<file path="src/rtl/data_memory_arbiter.sv">
// ============================================================================
// data_memory_arbiter
// ----------------------------------------------------------------------------
// Shares one single-port DataMemory between two requesters:
//   port A - CPU load/store stage
//   port B - DMA / debug loader
// An access takes three cycles: IDLE (arbitrate and latch the winner), ACCESS
// (drive the memory for one cycle), and RESPOND (pulse the owner's Ack).
// Read data is captured at the edge that ends ACCESS. The memory itself reads
// combinationally and writes on the falling clock edge.
//
// Build option:
//   DMARB_ROUND_ROBIN_EN  defined   -> on a tie, grant the port that did not
//                                      win last time (last_grant is tracked)
//                         undefined -> fixed priority, A always wins ties
//
// Parameters:
//   ADDR_W  word-address width (matches DataMemory Address)
//   DATA_W  data width
//
// Ports:
//   Clock         in   system clock, rising-edge logic
//   Reset         in   asynchronous, active-high
//   ReqA / ReqB   in   access request, held until the matching Ack
//   WeA / WeB     in   1 = write, 0 = read; stable while Req is high
//   AddrA / AddrB in   word address; stable while Req is high
//   WdataA/WdataB in   write data; stable while Req is high
//   AckA / AckB   out  one-cycle completion pulse, never both high
//   Rdata         out  registered read data, valid while AckA | AckB
//   Busy          out  high in ACCESS or RESPOND
//   MemAddress    out  to DataMemory Address
//   MemWriteData  out  to DataMemory WriteData
//   MemoryRead    out  to DataMemory MemoryRead (ACCESS only)
//   MemoryWrite   out  to DataMemory MemoryWrite (ACCESS only)
//   MemReadData   in   from DataMemory ReadData
// ============================================================================
module data_memory_arbiter #(
    parameter int ADDR_W = 6,
    parameter int DATA_W = 32
) (
    input  logic              Clock,
    input  logic              Reset,
    input  logic              ReqA,
    input  logic              ReqB,
    input  logic              WeA,
    input  logic              WeB,
    input  logic [ADDR_W-1:0] AddrA,
    input  logic [ADDR_W-1:0] AddrB,
    input  logic [DATA_W-1:0] WdataA,
    input  logic [DATA_W-1:0] WdataB,
    output logic              AckA,
    output logic              AckB,
    output logic [DATA_W-1:0] Rdata,
    output logic              Busy,
    output logic [ADDR_W-1:0] MemAddress,
    output logic [DATA_W-1:0] MemWriteData,
    output logic              MemoryRead,
    output logic              MemoryWrite,
    input  logic [DATA_W-1:0] MemReadData
);

    typedef enum logic [1:0] {
        ST_IDLE    = 2'b00,
        ST_ACCESS  = 2'b01,
        ST_RESPOND = 2'b10
    } state_e;

    // Owner encoding shared by owner_q and last_grant_q.
    localparam logic OWNER_A = 1'b0;
    localparam logic OWNER_B = 1'b1;

    state_e              state_q,     state_d;
    logic                owner_q,     owner_d;
    logic                we_q,        we_d;
    logic [ADDR_W-1:0]   addr_q,      addr_d;
    logic [DATA_W-1:0]   wdata_q,     wdata_d;
    logic                mem_read_q,  mem_read_d;
    logic                mem_write_q, mem_write_d;
    logic                ack_a_q,     ack_a_d;
    logic                ack_b_q,     ack_b_d;
    logic [DATA_W-1:0]   rdata_q,     rdata_d;
    logic                busy_q,      busy_d;

    logic                req_any_s;
    logic                grant_b_s;
    logic                win_we_s;
    logic [ADDR_W-1:0]   win_addr_s;
    logic [DATA_W-1:0]   win_wdata_s;

`ifdef DMARB_ROUND_ROBIN_EN
    logic                last_grant_q, last_grant_d;
`endif

    // Arbitration: pick the winner among the current requests.
    always_comb begin
        req_any_s = ReqA | ReqB;
`ifdef DMARB_ROUND_ROBIN_EN
        // On a tie, B wins only if A took the previous grant.
        if (ReqA && ReqB) begin
            grant_b_s = (last_grant_q == OWNER_A);
        end else begin
            grant_b_s = ReqB;
        end
`else
        // Fixed priority: B wins only when A is not asking.
        if (ReqA) begin
            grant_b_s = 1'b0;
        end else begin
            grant_b_s = ReqB;
        end
`endif
    end

    // Winner's request fields, selected for latching on the grant edge.
    always_comb begin
        if (grant_b_s) begin
            win_we_s    = WeB;
            win_addr_s  = AddrB;
            win_wdata_s = WdataB;
        end else begin
            win_we_s    = WeA;
            win_addr_s  = AddrA;
            win_wdata_s = WdataA;
        end
    end

    // FSM next-state and registered-output next values.
    always_comb begin
        state_d     = state_q;
        owner_d     = owner_q;
        we_d        = we_q;
        addr_d      = addr_q;
        wdata_d     = wdata_q;
        rdata_d     = rdata_q;
        mem_read_d  = 1'b0;
        mem_write_d = 1'b0;
        ack_a_d     = 1'b0;
        ack_b_d     = 1'b0;
        busy_d      = 1'b0;
`ifdef DMARB_ROUND_ROBIN_EN
        last_grant_d = last_grant_q;
`endif

        case (state_q)
            ST_IDLE: begin
                if (req_any_s) begin
                    // Latch the winner; later changes on its inputs are ignored.
                    state_d     = ST_ACCESS;
                    owner_d     = grant_b_s ? OWNER_B : OWNER_A;
                    we_d        = win_we_s;
                    addr_d      = win_addr_s;
                    wdata_d     = win_wdata_s;
                    mem_write_d = win_we_s;
                    mem_read_d  = ~win_we_s;
                    busy_d      = 1'b1;
`ifdef DMARB_ROUND_ROBIN_EN
                    last_grant_d = grant_b_s ? OWNER_B : OWNER_A;
`endif
                end else begin
                    state_d = ST_IDLE;
                end
            end

            ST_ACCESS: begin
                state_d = ST_RESPOND;
                busy_d  = 1'b1;
                ack_a_d = (owner_q == OWNER_A);
                ack_b_d = (owner_q == OWNER_B);
                // Capture read data at the edge that ends ACCESS; a write leaves
                // the previous read value in place.
                if (!we_q) begin
                    rdata_d = MemReadData;
                end else begin
                    rdata_d = rdata_q;
                end
            end

            ST_RESPOND: begin
                // No arbitration here, so a requester that drops Req on the
                // edge ending RESPOND is not granted again.
                state_d = ST_IDLE;
            end

            default: begin
                state_d = ST_IDLE;
            end
        endcase
    end

    // State and output registers; Reset clears MemoryWrite immediately so a
    // write that has not reached its falling edge yet is suppressed.
    always_ff @(posedge Clock or posedge Reset) begin
        if (Reset) begin
            state_q     <= ST_IDLE;
            owner_q     <= OWNER_A;
            we_q        <= 1'b0;
            addr_q      <= {ADDR_W{1'b0}};
            wdata_q     <= {DATA_W{1'b0}};
            rdata_q     <= {DATA_W{1'b0}};
            mem_read_q  <= 1'b0;
            mem_write_q <= 1'b0;
            ack_a_q     <= 1'b0;
            ack_b_q     <= 1'b0;
            busy_q      <= 1'b0;
        end else begin
            state_q     <= state_d;
            owner_q     <= owner_d;
            we_q        <= we_d;
            addr_q      <= addr_d;
            wdata_q     <= wdata_d;
            rdata_q     <= rdata_d;
            mem_read_q  <= mem_read_d;
            mem_write_q <= mem_write_d;
            ack_a_q     <= ack_a_d;
            ack_b_q     <= ack_b_d;
            busy_q      <= busy_d;
        end
    end

`ifdef DMARB_ROUND_ROBIN_EN
    // Round-robin history; B after reset so that A wins the first tie.
    always_ff @(posedge Clock or posedge Reset) begin
        if (Reset) begin
            last_grant_q <= OWNER_B;
        end else begin
            last_grant_q <= last_grant_d;
        end
    end
`endif

    // Memory address/data hold their last values between accesses.
    assign MemAddress   = addr_q;
    assign MemWriteData = wdata_q;
    assign MemoryRead   = mem_read_q;
    assign MemoryWrite  = mem_write_q;
    assign AckA         = ack_a_q;
    assign AckB         = ack_b_q;
    assign Rdata        = rdata_q;
    assign Busy         = busy_q;

endmodule
</file>
<file path="config.mk">
export PLATFORM = sky130hd
export DESIGN_NAME = data_memory_arbiter
export DESIGN_NICKNAME = d
export VERILOG_FILES = /design/src/rtl/data_memory_arbiter.sv
export SDC_FILE = /design/constraint.sdc
export NUM_CORES = 1
export LEC_CHECK = 0
export ABC_AREA = 1
export CORE_ASPECT_RATIO = 1.4
export CORE_MARGIN = 4
export CORE_UTILIZATION = 42
export CTS_CLUSTER_SIZE = 25
export DETAILED_ROUTE_END_ITERATION = 12
export PLACE_DENSITY = 0.85
export SYNTH_ARGS = -nofsm -noshare
export SYNTH_HDL_FRONTEND = slang
export SYNTH_SLANG_ARGS = --single-unit
</file>
<file path="constraint.sdc">
create_clock -name Clock -period 6.25 [get_ports Clock]
set_input_delay 1.5625 -clock Clock [delete_from_list [all_inputs] [get_ports Clock]]
set_output_delay 1.5625 -clock Clock [all_outputs]
set_load 0.005 [all_outputs]
</file>
==> results_tabular.tex, run 1 <==
\begin{tabular}{lr}
\hline
Metric & Value \\
\hline
\multicolumn{2}{l}{\textbf{Clock tree}} \\
Maximum buffer depth of the clock tree & 2 \\
Clock buffers created by TritonCTS & 9 \\
Number of resized instances in the post-cts repair step & 0 \\
Clock tree root driver cell & sky130\_fd\_sc\_hd\_\_clkbuf\_16 \\
Clock edge transition at the registers on the reported setup and hold paths & 0.05 ns \\
Max H-tree Level & 3 \\
Number of hold buffers added after CTS & 0 \\
Number of setup buffers added after CTS & 0 \\
Insertion delay to the later sink of the worst-skew pair & 0.33 ns \\
Clock tree from TritonCTS & built \\
Number of clock sinks & 79 \\
\multicolumn{2}{l}{\textbf{Synthesis}} \\
Syn Inst Count & 459 \\
Dominant cell by count in the synthesized netlist & sky130\_fd\_sc\_hd\_\_nand2\_1 \\
Sequential area share after synthesis & 55.8\% \\
Count of synthesis-stage warnings from yosys & 0 \\
Async set or reset register ratio after synthesis & 100\% \\
Leading area contributor after synthesis & sky130\_fd\_sc\_hd\_\_dfrtp\_1 \\
Most instantiated flip-flop cell in the synthesis netlist & sky130\_fd\_sc\_hd\_\_dfrtp\_1 \\
Distinct cells, synth & 13 \\
Synthesized Nets & 573 \\
Share of Yosys cell area claimed by the top area cell type & 55.8\% \\
Number of enable flip-flop cells after synthesis & 0 \\
Post-Syn Area & 3540 um\^{}2 \\
Synthesized area per cell & 7.72 um\^{}2 \\
Flop and latch count out of synthesis & 79 \\
Cell types occupying the most area after synthesis & sky130\_fd\_sc\_hd\_\_dfrtp\_1 56\%, sky130\_fd\_sc\_hd\_\_nand2\_1 28\%, sky130\_fd\_sc\_hd\_\_nand3\_1 10\% \\
Top cell types by occurrence after synthesis & 264 x sky130\_fd\_sc\_hd\_\_nand2\_1, 79 x sky130\_fd\_sc\_hd\_\_dfrtp\_1, 71 x sky130\_fd\_sc\_hd\_\_nand3\_1 \\
\multicolumn{2}{l}{\textbf{Global route}} \\
Met1 routing resource usage after global routing & 24.2\% \\
Number of antenna violations at the first check in global routing & 0 \\
Pin count of the biggest net entering global routing & 80 \\
Fraction of met3 tracks used by global routing & 8.68\% \\
Residual overflow from global routing & 0 \\
Global Route Usage Sum & 21.0\% \\
Peak-usage layer in the global routing report & met2 \\
Via count of the first global-routing pass & 3599 \\
First-pass GRT wire length & 16300 um \\
Met2 usage in global routing & 33.5\% \\
\multicolumn{2}{l}{\textbf{Timing}} \\
Rel. slew slack & 35.0\% \\
Number of hold-slack violations in the final timing report & 0 \\
Max Slew Vio Count & 0 \\
Setup Skew & 0.00761 ns \\
Shortest clock period the worst path allows after layout & 3.68 ns \\
Final worst-path cycle share & 58.9\% \\
Final setup viols & 0 \\
Slew at the pin closest to its max-slew limit & 0.973 ns \\
Maximum clock frequency & 271 MHz \\
Total negative setup slack & 0 ns \\
Setup repair after global routing missed its margin & no \\
\multicolumn{2}{l}{\textbf{Worst setup path}} \\
Delay of the slowest critical-path stage & 0.72 ns \\
Data arrival at the endpoint of the critical path & 3.94 ns \\
Startpoint kind of the worst setup timing path & input pin \\
Largest driver fanout on the critical path & 44 \\
Worst path required time & 6.51 ns \\
Nature of the critical path endpoint & flip-flop \\
Worst Setup Path Type & in -> reg \\
Cell type of the slowest stage on the worst timing path & sky130\_fd\_sc\_hd\_\_inv\_2 \\
Library cell appearing most often on the critical path & sky130\_fd\_sc\_hd\_\_nand2\_1 \\
Cell breakdown of the critical path & clkdlybuf4s50\_1 -> buf\_4 -> inv\_2 -> nand2\_1 -> nand2\_2 -> inv\_2 -> nand2\_1 -> nand2\_1 \\
\multicolumn{2}{l}{\textbf{Min path}} \\
Worst hold path class & reg -> reg \\
\multicolumn{2}{l}{\textbf{Placed design}} \\
Post-DP Area & 5440 um\^{}2 \\
Total of buffers placed on input and output ports & 188 \\
Final weighted congestion of routability-driven global placement & 0.855 \\
Half-perimeter wire length after detailed placement & 7580 um \\
\multicolumn{2}{l}{\textbf{Power}} \\
Worst voltage drop across the vdd grid & 0.209 mV \\
Internal Pwr Total & 1690 uW \\
Power per Cell Area & 438 nW/um\^{}2 \\
Net switching power of the design & 835 uW \\
Leak pwr & 0.00289 uW \\
Switch share & 33.1\% \\
Total power & 2520 uW \\
Fraction of power consumed by the clock network & 20.8\% \\
Fraction of power consumed by sequential logic & 35.5\% \\
Combinational group share of total power & 43.6\% \\
\multicolumn{2}{l}{\textbf{Floorplanning}} \\
Ports & 189 \\
Initial core utilization & 43.2\% \\
Core Rows & 39 \\
Overall die height & 117 um \\
Area of the placeable core & 8200 um\^{}2 \\
Die outline width & 85.6 um \\
Die ar. & 9990 um\^{}2 \\
\multicolumn{2}{l}{\textbf{Routing}} \\
Drt total wl & 10400 um \\
Routed len/inst & 14.0 um \\
Vias per cell & 4.88 \\
DRT iter0 DRCs & 210 \\
Vias post-DR & 3615 \\
Post-DRT Antenna Nets & 0 \\
Count of TritonRoute iterations in the first routing pass & 4 \\
Drt drc & 0 \\
\multicolumn{2}{l}{\textbf{Flow run}} \\
Maxcap violations & 0 \\
\multicolumn{2}{l}{\textbf{Cells and area}} \\
Share of post-route cells with drive strength above 1 & 3.91\% \\
Diode count & 0 \\
Filler cells & 641 \\
\# nets final & 748 \\
Finished Core Util & 70.2\% \\
Summed area of non-filler cells in the final layout & 5750 um\^{}2 \\
Area growth from synthesis to layout & 62.4\% \\
\multicolumn{2}{l}{\textbf{Run status}} \\
Run status & completed \\
\hline
\end{tabular}
## worst paths after layout
kind	start	end	slack, ns	cells past startpoint
worst max register to register	state_q[1]$_DFF_PP0_	Rdata[5]$_DFFE_PP0P_	3.96	4
max in group asynchronous	Reset	MemoryWrite$_DFF_PP0_	3.82	3
min in group asynchronous	Reset	Rdata[26]$_DFFE_PP0P_	1.86	3
worst min-delay path	owner_q$_DFFE_PP0P_	AckA$_DFF_PP0_	0.46	1
worst min register to register	owner_q$_DFFE_PP0P_	AckA$_DFF_PP0_	0.46	1
worst max-delay path	ReqB	MemWriteData[11]$_DFFE_PP0P_	2.57	8
## power groups by stage
stage               clock (uW)  sequential (uW)  combinational, uW
floorplan                    0              903                459
global placement             0              889               1080
detailed placement           0              897               1120
CTS                        538              895               1120
global route               561              927               1230
finish                     525              896               1100
## cell type report
cell class              count  area [um^2]  area share, %
flip-flops and latches     79         1980           34.4
repair buffers            193         1920           33.4
multi-input cells         342         1380           24.1
clock buffers              13          270           4.70
well taps                 102          128           2.22
clock inverters             3         40.0          0.696
inverters                   9         35.0          0.609
## layer usage
metal	share of wire (%)	wire length, um
met3	12	1210
met2	47	4880
met4	3.3	347
met1	38	3930
met5	0	0
## layout by cell type (no fill, tap or decap), drive strengths merged
cell,netlist,routed
o21ai,1,1
bufinv,0,1
nor2,5,5
inv,9,8
nand2,265,265
nand3,71,71
buf,28,5
clkinv,0,3
clkbuf,1,13
clkdlybuf4s50,0,188
dfrtp,79,79
## registers in the layout (all words and copies together), names as in the netlist
signal and flops:
MemWriteData 32, Rdata 32, MemAddress 6, state_q 2, AckA 1, AckB 1, Busy 1, MemoryRead 1
MemoryWrite 1, owner_q 1, we_q 1
## through the flow
stage | instances | hold slack (ns) | worst slack (ns)
detailed placement | 725 | 0.448 | 2.23
finish | 741 | 0.457 | 2.57
CTS | 741 | 0.458 | 2.58
global route | 741 | 0.475 | 2.35
floorplan | 459 | 0.424 | 2.66
global placement | 725 | 0.448 | 2.36
## kinds of logic (layout without fill, tap and decap cells)
family / after synthesis / in the layout / share of synthesized area [%]
buf+inv: 38 / 218 / 5.16
simple gates: 341 / 341 / 38.9
compound gates: 1 / 1 / 0.141
flops: 79 / 79 / 55.8
## worst max-delay path, delay by kind of cell
kind                   cells  cell delay [ns]
buffers and inverters      4             1.58
and+or+nand+nor            4             0.76
No activity file was read; power rests on OpenSTA's default activity.
==> run 2, diff against run 1 <==
- CORE_UTILIZATION: 42 -> 36
- PLACE_DENSITY: 0.85 -> 0.78
- clock period: 6.25 -> 2.95 ns (I/O delays scaled with it)
==> run 2 against run 1 <==
Net effect:
- utilization decreased by 8.7 points
- register-to-register slack got worse by 2.9 ns
- highest routed layer unchanged
- first-iteration DRC count decreased by 50%
- largest power group unchanged
- wire length increased by 0.58%
- die area increased by 15%
==> results_tabular.tex, run 2 (same netlist as run 1, synthesis figures left out) <==
\begin{tabular}{lr}
\hline
Metric & Value \\
\hline
\multicolumn{2}{l}{\textbf{Run status}} \\
Run status & completed (unchanged) \\
\multicolumn{2}{l}{\textbf{Power}} \\
Worst voltage drop across the vdd grid & 0.349 mV (was 0.209 mV) \\
Power per Cell Area & 924 nW/um\^{}2 (was 438 nW/um\^{}2) \\
Leak pwr & 0.00291 uW (was 0.00289 uW) \\
\multicolumn{2}{l}{\textbf{Worst setup path}} \\
Largest driver fanout on the critical path & 40 (was 44) \\
Startpoint kind of the worst setup timing path & input pin (unchanged) \\
Nature of the critical path endpoint & flip-flop (unchanged) \\
Cell breakdown of the critical path & clkdlybuf4s50\_1 -> inv\_1 -> buf\_4 -> nand2\_1 -> nand2\_2 -> inv\_2 -> nand2\_1 -> nand2\_1 (was clkdlybuf4s50\_1 -> buf\_4 -> inv\_2 -> nand2\_1 -> nand2\_2 -> inv\_2 -> nand2\_1 -> nand2\_1) \\
Cell type of the slowest stage on the worst timing path & sky130\_fd\_sc\_hd\_\_inv\_2 (unchanged) \\
Number of cells on the worst reg-to-reg path & 5 (was 4) \\
Library cell appearing most often on the critical path & sky130\_fd\_sc\_hd\_\_nand2\_1 (unchanged) \\
Data arrival at the endpoint of the critical path & 2.29 ns (was 3.94 ns) \\
Worst Setup Path Type & in -> reg (unchanged) \\
Delay of the slowest critical-path stage & 0.48 ns (was 0.72 ns) \\
Worst path required time & 3.21 ns (was 6.51 ns) \\
\multicolumn{2}{l}{\textbf{Cells and area}} \\
Area growth from synthesis to layout & 64.9\% (was 62.4\%) \\
Leading cell types in the layout, fill and taps excluded & 264 x sky130\_fd\_sc\_hd\_\_nand2\_1, 188 x sky130\_fd\_sc\_hd\_\_clkdlybuf4s50\_1, 79 x sky130\_fd\_sc\_hd\_\_dfrtp\_1 (unchanged) \\
Most common library cell in the layout ignoring fill and taps & sky130\_fd\_sc\_hd\_\_nand2\_1 (unchanged) \\
\# nets final & 753 (was 748) \\
Filler-free cell count of the finished design & 775 (was 741) \\
Finished Core Util & 61.4\% (was 70.2\%) \\
Filler cells & 867 (was 641) \\
Share of post-route cells with drive strength above 1 & 4.35\% (was 3.91\%) \\
Diode count & 0 (unchanged) \\
\multicolumn{2}{l}{\textbf{Timing}} \\
Shortest clock period the worst path allows after layout & 2.03 ns \\
Rel. slew slack & 32.7\% (was 35.0\%) \\
Worst hold margin & 0.451 ns (was 0.457 ns) \\
Total negative setup slack & 0 ns (unchanged) \\
Final setup viols & 0 (unchanged) \\
Max Slew Vio Count & 0 (unchanged) \\
Worst Setup Slack, final & 0.924 ns (was 2.57 ns) \\
Final worst-path cycle share & 68.7\% \\
Number of hold-slack violations in the final timing report & 0 (unchanged) \\
Setup repair after global routing missed its margin & no (unchanged) \\
Slew at the pin closest to its max-slew limit & 1.01 ns (was 0.973 ns) \\
Maximum clock frequency & 494 MHz \\
Setup Skew & 0.00599 ns (was 0.00761 ns) \\
\multicolumn{2}{l}{\textbf{Floorplanning}} \\
Initial core utilization & 37.3\% (was 43.2\%) \\
Die ar. & 11500 um\^{}2 (was 9990 um\^{}2) \\
Ports & 189 (unchanged) \\
Area of the placeable core & 9510 um\^{}2 (was 8200 um\^{}2) \\
Overall die height & 125 um (was 117 um) \\
Core Rows & 42 (was 39) \\
Die outline width & 91.9 um (was 85.6 um) \\
\multicolumn{2}{l}{\textbf{Min path}} \\
Worst hold stages & 1 (unchanged) \\
Worst hold path class & reg -> reg (unchanged) \\
\multicolumn{2}{l}{\textbf{Routing}} \\
Drt drc & 0 (unchanged) \\
Post-DRT Antenna Nets & 0 (unchanged) \\
Drt total wl & 10400 um (about the same) \\
Count of TritonRoute iterations in the first routing pass & 4 (unchanged) \\
Vias per cell & 4.57 (was 4.88) \\
DRT iter0 DRCs & 106 (was 210) \\
Vias post-DR & 3541 (was 3615) \\
Routed len/inst & 13.5 um (was 14.0 um) \\
\multicolumn{2}{l}{\textbf{Global route}} \\
Number of antenna violations at the first check in global routing & 0 (unchanged) \\
First-pass GRT wire length & 17300 um (was 16300 um) \\
Pin count of the biggest net entering global routing & 50 (was 80) \\
Via count of the first global-routing pass & 3555 (was 3599) \\
Residual overflow from global routing & 0 (unchanged) \\
Global Route Usage Sum & 18.5\% (was 21.0\%) \\
\multicolumn{2}{l}{\textbf{Clock tree}} \\
Clock buffers created by TritonCTS & 9 (unchanged) \\
Number of setup buffers added after CTS & 0 (unchanged) \\
Max H-tree Level & 3 (unchanged) \\
Maximum buffer depth of the clock tree & 2 (unchanged) \\
Number of clock sinks & 79 (unchanged) \\
Insertion delay to the later sink of the worst-skew pair & 0.33 ns (about the same) \\
Clock edge transition at the registers on the reported setup and hold paths & 0.06 ns (was 0.05 ns) \\
Number of resized instances in the post-cts repair step & 0 (unchanged) \\
Clock tree root driver cell & sky130\_fd\_sc\_hd\_\_clkbuf\_16 (unchanged) \\
Number of hold buffers added after CTS & 0 (unchanged) \\
Clock tree from TritonCTS & built (unchanged) \\
\multicolumn{2}{l}{\textbf{Placed design}} \\
Number of placed cells counting well taps & 760 (was 725) \\
Total of buffers placed on input and output ports & 188 (unchanged) \\
Final weighted congestion of routability-driven global placement & 0.782 (was 0.855) \\
Half-perimeter wire length after detailed placement & 7840 um (was 7580 um) \\
Worst setup timing slack at the placement stage & 0.546 ns (was 2.23 ns) \\
\multicolumn{2}{l}{\textbf{Flow run}} \\
Maxcap violations & 0 (unchanged) \\
\hline
\end{tabular}
## run 2: cell types whose count changed in the layout (fill, tap and decap cells not counted), sizes merged
cell	previous run	this run
clkinv	3	1
buf	5	10
clkinvlp	0	1
clkbuf	13	12
bufinv	1	2
## run 2: through the flow
| step | instance area, um^2 | total power [uW] |
|---|---|---|
| after floorplan | 3540 | 2890 |
| after global placement | 5530 | 4220 |
| after detailed placement | 5530 | 4300 |
| after CTS | 5840 | 5490 |
| after global routing | 5840 | 5820 |
| final | 5840 | 5400 |
## run 2: path summary, 6_finish.rpt
check	from	end	slack (ns)
setup / recovery	ReqA	we_q$_DFFE_PP0P_	0.92
hold / removal	owner_q$_DFFE_PP0P_	AckA$_DFF_PP0_	0.45
setup reg to reg	we_q$_DFFE_PP0P_	Rdata[6]$_DFFE_PP0P_	1.08
hold reg to reg	owner_q$_DFFE_PP0P_	AckA$_DFF_PP0_	0.45
max in group asynchronous	Reset	Rdata[16]$_DFFE_PP0P_	1.55
min in group asynchronous	Reset	MemWriteData[31]$_DFFE_PP0P_	0.76
## run 2: metal layers
metal / vias to the layer above / track usage (%) / share of wire (%)
met1: 1598 / 21.8 / 40
met5: - / 0 / 0
met4: 0 / 7.61 / 2.3
met2: 144 / 31.8 / 49
li1: 1781 / - / -
met3: 18 / 4.87 / 8.0
## run 2: critical path: cells and delay by family
family                 cells  cell delay, ns
and+or+nand+nor            4            0.38
buffers and inverters      4            1.16
## run 2: final cells by class
type	instances	area, um^2	area share [%]
timing repair buffer	198	1970	33.7
sequential	79	1980	33.8
clock buffer	12	246	4.22
multi-input combinational	342	1380	23.7
tap	132	165	2.83
inverter	9	35.0	0.599
clock inverter	3	67.6	1.16
## run 2: power breakdown
part,total [uW],internal [uW],switching (uW),leakage (uW)
registers,1880,1600,276,0.000982
clock network,1160,759,402,0.000149
logic,2360,1270,1100,0.00178
total,5400,3630,1770,0.00291
==> run 3, diff against run 2 <==
- clock period: 2.95 -> 1.74 ns (I/O delays scaled with it)
==> run 3 against run 2 <==
Net effect:
- utilization is 0.89 points higher
- non-clock buffer count is 7 higher
- clock skew hardly changed
- via count is 3.8% higher
==> results_tabular.tex, run 3 (same netlist as run 1, synthesis figures left out) <==
\begin{tabular}{lr}
\hline
Metric & Value \\
\hline
\multicolumn{2}{l}{\textbf{Run status}} \\
Run status & completed (unchanged) \\
\multicolumn{2}{l}{\textbf{Timing}} \\
Final setup viols & 0 (unchanged) \\
Final worst-path cycle share & 95.9\% \\
Total negative setup slack & 0 ns (unchanged) \\
Slew at the pin closest to its max-slew limit & 0.339 ns (was 1.01 ns) \\
Max Slew Vio Count & 0 (unchanged) \\
Maximum clock frequency & 600 MHz \\
Setup Skew & 0.00622 ns (was 0.00599 ns) \\
Number of hold-slack violations in the final timing report & 0 (unchanged) \\
Shortest clock period the worst path allows after layout & 1.67 ns \\
Setup repair after global routing missed its margin & no (unchanged) \\
Rel. slew slack & 77.4\% (was 32.7\%) \\
Worst hold margin & 0.381 ns (was 0.451 ns) \\
\multicolumn{2}{l}{\textbf{Worst setup path}} \\
Startpoint kind of the worst setup timing path & flip-flop (was input pin) \\
Nature of the critical path endpoint & output port (was flip-flop) \\
Reg-to-reg slack, setup & 0.54 ns (was 1.08 ns) \\
Worst path required time & 1.30 ns (was 3.21 ns) \\
Delay of the slowest critical-path stage & 0.52 ns (was 0.48 ns) \\
Largest driver fanout on the critical path & 2 (was 40) \\
Critical path depth in cells & 1 (was 8) \\
Cell breakdown of the critical path & clkdlybuf4s50\_1 (was clkdlybuf4s50\_1 -> inv\_1 -> buf\_4 -> nand2\_1 -> nand2\_2 -> inv\_2 -> nand2\_1 -> nand2\_1) \\
Cell type of the slowest stage on the worst timing path & sky130\_fd\_sc\_hd\_\_clkdlybuf4s50\_1 (was sky130\_fd\_sc\_hd\_\_inv\_2) \\
Worst reg2reg startpoint & state\_q[1]\$\_DFF\_PP0\_ (was we\_q\$\_DFFE\_PP0P\_) \\
CP Capture Point & MemAddress[4] (was we\_q\$\_DFFE\_PP0P\_) \\
Critical register-to-register path endpoint & MemWriteData[30]\$\_DFFE\_PP0P\_ (was Rdata[6]\$\_DFFE\_PP0P\_) \\
Worst Setup Path Type & reg -> out (was in -> reg) \\
Critical path startpoint & MemAddress[4]\$\_DFFE\_PP0P\_ (was ReqA) \\
Number of cells on the worst reg-to-reg path & 5 (unchanged) \\
Cell family with most CP delay & buffers and inverters (unchanged) \\
Combined buffer and inverter count along the critical path & 1 (was 4) \\
Data arrival at the endpoint of the critical path & 1.23 ns (was 2.29 ns) \\
\multicolumn{2}{l}{\textbf{Routing}} \\
Count of TritonRoute iterations in the first routing pass & 5 (was 4) \\
DRT iter0 DRCs & 88 (was 106) \\
Post-DRT Antenna Nets & 0 (unchanged) \\
Vias per cell & 4.70 (was 4.57) \\
Vias post-DR & 3677 (was 3541) \\
Drt total wl & 10700 um (was 10400 um) \\
Routed len/inst & 13.7 um (was 13.5 um) \\
Drt drc & 0 (unchanged) \\
\multicolumn{2}{l}{\textbf{Clock tree}} \\
Clock tree from TritonCTS & built (unchanged) \\
Insertion delay to the later sink of the worst-skew pair & 0.33 ns (about the same) \\
Max H-tree Level & 3 (unchanged) \\
Clock tree root driver cell & sky130\_fd\_sc\_hd\_\_clkbuf\_16 (unchanged) \\
Number of clock sinks & 79 (unchanged) \\
Number of hold buffers added after CTS & 0 (unchanged) \\
Clock edge transition at the registers on the reported setup and hold paths & 0.06 ns (about the same) \\
Clock buffers created by TritonCTS & 9 (unchanged) \\
Maximum buffer depth of the clock tree & 2 (unchanged) \\
\multicolumn{2}{l}{\textbf{Placed design}} \\
Final weighted congestion of routability-driven global placement & 0.807 (was 0.782) \\
Half-perimeter wire length after detailed placement & 8130 um (was 7840 um) \\
Total of buffers placed on input and output ports & 188 (unchanged) \\
Post-DP Area & 5640 um\^{}2 (was 5530 um\^{}2) \\
\multicolumn{2}{l}{\textbf{Global route}} \\
Residual overflow from global routing & 0 (unchanged) \\
Number of antenna violations at the first check in global routing & 0 (unchanged) \\
Pin count of the biggest net entering global routing & 38 (was 50) \\
Via count of the first global-routing pass & 3572 (was 3555) \\
Global Route Usage Sum & 18.4\% (was 18.5\%) \\
First-pass GRT wire length & 17100 um (was 17300 um) \\
\multicolumn{2}{l}{\textbf{Power}} \\
Power per Cell Area & 1550 nW/um\^{}2 (was 924 nW/um\^{}2) \\
Worst voltage drop across the vdd grid & 0.679 mV (was 0.349 mV) \\
Leak pwr & 0.00296 uW (was 0.00291 uW) \\
\multicolumn{2}{l}{\textbf{Cells and area}} \\
Share of post-route cells with drive strength above 1 & 5.53\% (was 4.35\%) \\
Area growth from synthesis to layout & 67.3\% (was 64.9\%) \\
\# nets final & 760 (was 753) \\
Summed area of non-filler cells in the final layout & 5930 um\^{}2 (was 5840 um\^{}2) \\
Leading cell types in the layout, fill and taps excluded & 264 x sky130\_fd\_sc\_hd\_\_nand2\_1, 187 x sky130\_fd\_sc\_hd\_\_clkdlybuf4s50\_1, 79 x sky130\_fd\_sc\_hd\_\_dfrtp\_1 (was 264 x sky130\_fd\_sc\_hd\_\_nand2\_1, 188 x sky130\_fd\_sc\_hd\_\_clkdlybuf4s50\_1, 79 x sky130\_fd\_sc\_hd\_\_dfrtp\_1) \\
Most common library cell in the layout ignoring fill and taps & sky130\_fd\_sc\_hd\_\_nand2\_1 (unchanged) \\
Finished Core Util & 62.3\% (was 61.4\%) \\
Filler cells & 834 (was 867) \\
Diode count & 0 (unchanged) \\
\multicolumn{2}{l}{\textbf{Floorplanning}} \\
Ports & 189 (unchanged) \\
Die ar. & 11500 um\^{}2 (unchanged) \\
Area of the placeable core & 9510 um\^{}2 (unchanged) \\
Core Rows & 42 (unchanged) \\
Initial core utilization & 37.3\% (unchanged) \\
Overall die height & 125 um (unchanged) \\
Die outline width & 91.9 um (unchanged) \\
\multicolumn{2}{l}{\textbf{Flow run}} \\
Maxcap violations & 0 (unchanged) \\
\multicolumn{2}{l}{\textbf{Min path}} \\
Worst hold path class & in -> async (was reg -> reg) \\
\hline
\end{tabular}
==> run 3: cell types whose count changed in the layout (fill, tap and decap cells not counted), sizes merged <==
cell           previous run  this run
dlymetal6s2s              0         1
clkinv                    1         2
clkbuf                   12        11
bufinv                    2         1
clkinvlp                  1         3
clkdlybuf4s50           188       187
buf                      10        17
==> run 3: worst min path at each step <==
| stage | from | to | slack, ns |
|---|---|---|---|
| after floorplan | owner_q$_DFFE_PP0P_ | AckA$_DFF_PP0_ | 0.42 |
| after CTS | Reset | Rdata[16]$_DFFE_PP0P_ | 0.37 |
| after global routing | Reset | Rdata[16]$_DFFE_PP0P_ | 0.39 |
| final | Reset | Rdata[16]$_DFFE_PP0P_ | 0.38 |
| after detailed placement | owner_q$_DFFE_PP0P_ | AckA$_DFF_PP0_ | 0.44 |
| after global placement | owner_q$_DFFE_PP0P_ | AckA$_DFF_PP0_ | 0.44 |
==> run 3: per-layer routing <==
layer / GRT usage [%] / wire length [um] / up-vias
li1: - / - / 1799
met1: 21.2 / 4220 / 1705
met2: 32.4 / 5400 / 156
met3: 5.17 / 896 / 17
met4: 6.30 / 199 / 0
met5: 0 / 0 / -
==> run 3: report_power, final <==
part           internal (uW)  leakage [uW]  switching [uW]
clock                   1110      0.000136             700
sequential              2720      0.000982             489
combinational           2270       0.00184            1890
total                   6100       0.00296            3080
==> run 3: worst register-to-register path, delay by kind of cell (launching register included) <==
| kind | cells | cell delay [ns] |
|---|---|---|
| flops | 1 | 0.41 |
| buf+inv | 1 | 0.23 |
| simple gates | 4 | 0.46 |
==> run 3: final cells by class <==
class / instances / area, um^2 / share of cell area (%)
clock buffers: 11 / 233 / 3.92
well taps: 132 / 165 / 2.79
repair buffers: 205 / 2070 / 35.0
inverters: 9 / 37.5 / 0.633
flip-flops and latches: 79 / 1980 / 33.3
multi-input cells: 342 / 1380 / 23.3
clock inverters: 5 / 58.8 / 0.992
==> run 3: through the flow <==
stage	power (uW)	setup WS (ns)	std cells
CTS	9320	0.0215	783
global route	9830	0.0260	783
finish	9180	0.0721	783
global placement	7310	0.0854	767
floorplan	4890	0.409	459
detailed placement	7440	0.0525	767
==> run 3: what timing repair did <==
item,4_1_cts,5_1_grt
setup endpoints to repair,0,1
resized for setup,0,1
endpoints found under the hold margin,0,0
buffers inserted,0,0
